### config.mk
export PLATFORM = sky130hd
export DESIGN_NAME = muldiv_unit
export DESIGN_NICKNAME = d
export VERILOG_FILES = /design/src/rtl/muldiv_unit.sv
export SDC_FILE = /design/constraint.sdc
export NUM_CORES = 1
export LEC_CHECK = 0
export CAP_MARGIN = 0
export CORE_UTILIZATION = 45
export CTS_CLUSTER_DIAMETER = 120
export DETAILED_ROUTE_END_ITERATION = 10
export GPL_ROUTABILITY_DRIVEN = 0
export MAX_ROUTING_LAYER = met4
export PLACE_DENSITY = 0.66
export SETUP_SLACK_MARGIN = 0.5
export SLEW_MARGIN = 20
export SYNTH_ARGS = -nofsm -noshare
export SYNTH_HDL_FRONTEND = slang
export SYNTH_SLANG_ARGS = --single-unit
export TNS_END_PERCENT = 5
### constraint.sdc
create_clock -name clk -period 7 [get_ports clk]
set_clock_uncertainty 0.05 [all_clocks]
set_input_delay 1.4 -clock clk [delete_from_list [all_inputs] [get_ports clk]]
set_output_delay 1.4 -clock clk [all_outputs]
set_load 0.03 [all_outputs]
### src/rtl/muldiv_unit.sv
// Iterative MIPS HI/LO multiply/divide unit: one shift-add or restoring
// shift-subtract step per cycle, with sign fix-up before HI/LO are written.
module muldiv_unit #(
   parameter int WIDTH = 32,
   parameter int CNT_W = $clog2(WIDTH)+1
) (
   input  logic             clk,
   input  logic             rst,
   input  logic             start,
   input  logic [5:0]       funct,
   input  logic [WIDTH-1:0] a,
   input  logic [WIDTH-1:0] b,
   output logic             busy,
   output logic             done,
   output logic             div_by_zero,
   output logic             illegal,
   output logic [WIDTH-1:0] hi,
   output logic [WIDTH-1:0] lo,
   output logic [WIDTH-1:0] result
);
   localparam logic [5:0] F_MFHI = 6'h10, F_MTHI = 6'h11, F_MFLO = 6'h12, F_MTLO = 6'h13,
                          F_DIV  = 6'h1A, F_DIVU = 6'h1B;

   typedef enum logic [1:0] {IDLE, RUN, FIX} state_t;
   state_t state;

   logic [5:0]       op;
   logic [WIDTH-1:0] acc_hi, acc_lo, opb;
   logic [CNT_W-1:0] cnt;
   logic             neg_q, neg_r;

   logic             start_op, sgn, a_neg, b_neg, is_div;
   logic [WIDTH-1:0] a_mag, b_mag, q_fix, r_fix;
   logic [WIDTH:0]   msum, dsh, ddiff;
   logic [2*WIDTH-1:0] prod_fix;

   assign start_op = (funct[5:2] == 4'b0110);
   assign sgn      = ~funct[0];
   assign a_neg    = sgn & a[WIDTH-1];
   assign b_neg    = sgn & b[WIDTH-1];
   assign a_mag    = a_neg ? -a : a;
   assign b_mag    = b_neg ? -b : b;
   assign is_div   = (op == F_DIV) || (op == F_DIVU);

   // acc_hi holds the running product high half / partial remainder,
   // acc_lo the multiplier being shifted out / quotient being shifted in.
   assign msum  = {1'b0, acc_hi} + (acc_lo[0] ? {1'b0, opb} : '0);
   assign dsh   = {acc_hi, acc_lo[WIDTH-1]};
   assign ddiff = dsh - {1'b0, opb};

   assign prod_fix = neg_q ? -{acc_hi, acc_lo} : {acc_hi, acc_lo};
   assign q_fix    = neg_q ? -acc_lo : acc_lo;
   assign r_fix    = neg_r ? -acc_hi : acc_hi;

   assign busy = (state != IDLE);

   always_comb begin
      result = '0;
      if (funct == F_MFHI)      result = hi;
      else if (funct == F_MFLO) result = lo;
   end

   always_ff @(posedge clk or posedge rst) begin
      if (rst) begin
         state       <= IDLE;
         op          <= '0;
         acc_hi      <= '0;
         acc_lo      <= '0;
         opb         <= '0;
         cnt         <= '0;
         neg_q       <= 1'b0;
         neg_r       <= 1'b0;
         hi          <= '0;
         lo          <= '0;
         done        <= 1'b0;
         div_by_zero <= 1'b0;
         illegal     <= 1'b0;
      end else begin
         done        <= 1'b0;
         div_by_zero <= 1'b0;
         illegal     <= 1'b0;
         case (state)
            IDLE: if (start) begin
               if (start_op) begin
                  op     <= funct;
                  acc_hi <= '0;
                  acc_lo <= a_mag;
                  opb    <= b_mag;
                  neg_q  <= a_neg ^ b_neg;
                  neg_r  <= a_neg;
                  cnt    <= '0;
                  state  <= RUN;
               end else if (funct == F_MTHI) begin
                  hi   <= a;
                  done <= 1'b1;
               end else if (funct == F_MTLO) begin
                  lo   <= a;
                  done <= 1'b1;
               end else begin
                  illegal <= 1'b1;
               end
            end
            RUN: begin
               if (is_div) begin
                  acc_hi <= ddiff[WIDTH] ? dsh[WIDTH-1:0] : ddiff[WIDTH-1:0];
                  acc_lo <= {acc_lo[WIDTH-2:0], ~ddiff[WIDTH]};
               end else begin
                  acc_hi <= msum[WIDTH:1];
                  acc_lo <= {msum[0], acc_lo[WIDTH-1:1]};
               end
               cnt <= cnt + CNT_W'(1);
               if (cnt == CNT_W'(WIDTH-1)) state <= FIX;
            end
            FIX: begin
               if (is_div) begin
                  // Divide by zero leaves the dividend in the remainder, so hi = a falls out.
                  hi <= r_fix;
                  if (opb == '0) begin
                     lo          <= '1;
                     div_by_zero <= 1'b1;
                  end else begin
                     lo <= q_fix;
                  end
               end else begin
                  {hi, lo} <= prod_fix;
               end
               done  <= 1'b1;
               state <= IDLE;
            end
            default: state <= IDLE;
         endcase
      end
   end
endmodule

==> run summary <==
Tot GR Track Use: 0.310
RSZ-0062 raised after global routing: false
Syn Inst Count: 1,837
Clock Path Buffers: 2
IO Count: 173
Crit-path slowest cell: clkdlybuf4s50_1
CTS root buf: clkbuf_16
Fillers: 2,979
Die Y-Extent: 183 um
Overall die width: 183 um
Routed wire length: 49.5 mm
Synthesis-to-finish area growth: 18.5%
Initial DRT Pass Iterations: 6
Max FO, Critical Path: 32
Final WS setup: 1.89 ns
Post CTS Setup Buffer Count: 0
Post_cts resized: 0
CTS Hold Bufs: 0
CTS H-tree lvls: 4
Relative slew slack: 0.283
DRC: 0
Top area cells in the synthesized netlist: dfrtp_1 30%, ha_1 5.9%, nand2_1 5.7%, xor2_1 5.6%, nor2_1 4.7%
Worst EP required: 5.55 ns
Setup violators final: 0
Min-delay worst type: flip-flop to flip-flop
Most frequent cell after synthesis: nand2_1
Iteration-0 DRC Markers: 1,302
Grt total ovfl: 0
Die area: 33,300 sq um
Critical path's most frequent cell: clkdlybuf4s50_1
CP arrival: 3.66 ns
CTS tree: done
Yosys top cell by area: dfrtp_1
Via count: 14,647
Peak VDD IR: 0.000239 V
Setup TNS: 0 ns
Placement Rows: 65
PD cells: 442 nW/um^2
Number of buffers created by CTS: 17
Yosys reg bits: 178
CP max stage delay: 0.69 ns
Syn Nets: 1,981
Crit share post-route: 0.730
Place WS: 1.91 ns
Reported leakage power: 7.27 nW
Number of port buffers: 172
Cell Chain, Critical Path: clkdlybuf4s50_1 > nor3b_1 > nand2_1 > buf_4 > nor2_1 > clkdlybuf4s50_1
Status: finished clean
Vias in the first global route: 14,063
Maxcap violations: 0
Final Max Tran Viols: 0
First-pass GRT wire length: 78.1 mm
Ys Warns: 0
Fin. Hold Viols: 0
Dpl cells: 2,354
Flop2flop setup slack: 2.47 ns
Clk slew on worst S/H paths: 0.07 ns
Seq/Total Area, Yosys: 0.304
Post-DP HPWL: 36.5 mm
FF-to-FF path depth: 14
Core area: 31,800 sq um
Top cells by count, synth: 221 x nand2_1, 185 x nor2_1, 178 x dfrtp_1
Syn_area_per_cell: 7.98 sq um
Initial antenna violation count: 1
Critical Path End Type: primary output
Post-synth top area share: 0.304
Slew of the pin with the lowest slew margin: 1.08 ns
Commonest register cell after synthesis: dfrtp_1
Post-route ant nets: 0
Layout Cells excl Fill: 2,387
Final Critical Period: 5.11 ns
Pin count of the biggest net entering global routing: 179
Kind of critical path: input port to primary output
CTS sink cnt: 178
Share of cells above drive strength 1: 0.0425
FMAX: 0.196 GHz
Clock Latency Late Sink: 0.46 ns
Crit start category: input port
Starting Density: 0.461
Vias per Instance: 6.14
Layout Nets: 2,083
FFs w/ async S/R, synth: 1.00
Mapped Area: 14,700 sq um
Drt wl/cell: 20.7 um
Post-synth EDFFs: 0
Hold path depth: 1
Yosys cell types: 75
[cell usage in the layout, fill, tap and decap left out, drive strengths merged, types with 24 or more instances in the layout]
cell / n
a211oi: 39
a21o: 33
a21oi: 111
a31oi: 54
clkdlybuf4s50: 171
dfrtp: 178
ha: 69
inv: 63
mux2i: 58
nand2: 221
nand2b: 24
nor2: 186
nor3: 36
nor4: 24
o21ai: 165
o22a: 32
o31ai: 31
xnor2: 70
xor2: 94
[cell type report]
cell class                 instances  area, sq um  area share
multi-input combinational       1491         9610       0.553
tap                              435          544      0.0313
timing repair buffer             192         1900       0.110
sequential                       178         4450       0.256
clock inverter                    10          173     0.00994
clock buffer                      21          460      0.0265
inverter                          59          226      0.0130
antenna                            1         2.50    0.000144
[power breakdown]
part | total [mW] | internal [mW] | switching [mW]
registers | 2.05 | 1.41 | 0.638
clock network | 1.07 | 0.621 | 0.446
logic | 4.57 | 1.91 | 2.65
total | 7.68 | 3.95 | 3.74
[cells by family (layout without fill, tap and decap cells)]
kind of cell / count (synthesis) / count (layout) / synth area share
other: 0 / 1 / 0
buffers and inverters: 168 / 282 / 0.0441
muxes: 58 / 58 / 0.0396
and+or+nand+nor: 615 / 615 / 0.196
DFF: 178 / 178 / 0.304
adders and majority gates: 71 / 71 / 0.0616
AOI/OAI and AO/OA: 583 / 583 / 0.257
xor gates and xnor gates: 164 / 164 / 0.0980
[final timing paths]
check | to | startpoint
hold reg to reg | op[4] | op[4]
max in group asynchronous | lo[19] | rst
setup / recovery | result[26] | funct[4]
setup reg to reg | acc_hi[26] | acc_lo[31]
min in group asynchronous | opb[7] | rst
hold / removal | op[4] | op[4]
[per-stage QoR]
step	hold slack (ns)	instance area, sq um	util	power [mW]
after floorplan	0.376	14700	-	5.18
after global placement	0.392	16700	0.525	6.42
after detailed placement	0.399	16700	0.525	6.52
after CTS	0.417	17300	0.545	7.61
after global routing	0.443	17400	0.546	8.23
final	0.426	17400	0.546	7.68
[state kept, by name (all words and copies together), names as in the netlist, 2 cells and up]
| name | count |
|---|---|
| lo | 32 |
| op | 5 |
| cnt | 6 |
| acc_lo | 32 |
| opb | 32 |
| hi | 32 |
| acc_hi | 32 |
| state | 2 |
[critical path: cells and delay by family]
family	cells	cell delay (ns)
and+or+nand+nor	3	0.81
buffers and inverters	3	1.41
[per-layer routing]
metal,up-vias,track usage,share of wire
met1,7024,0.380,0.42
met4,0,0.137,0.042
li1,6861,-,-
met3,142,0.0507,0.068
met2,620,0.502,0.47
met5,-,-,0
No activity file was read; power rests on OpenSTA's default activity.
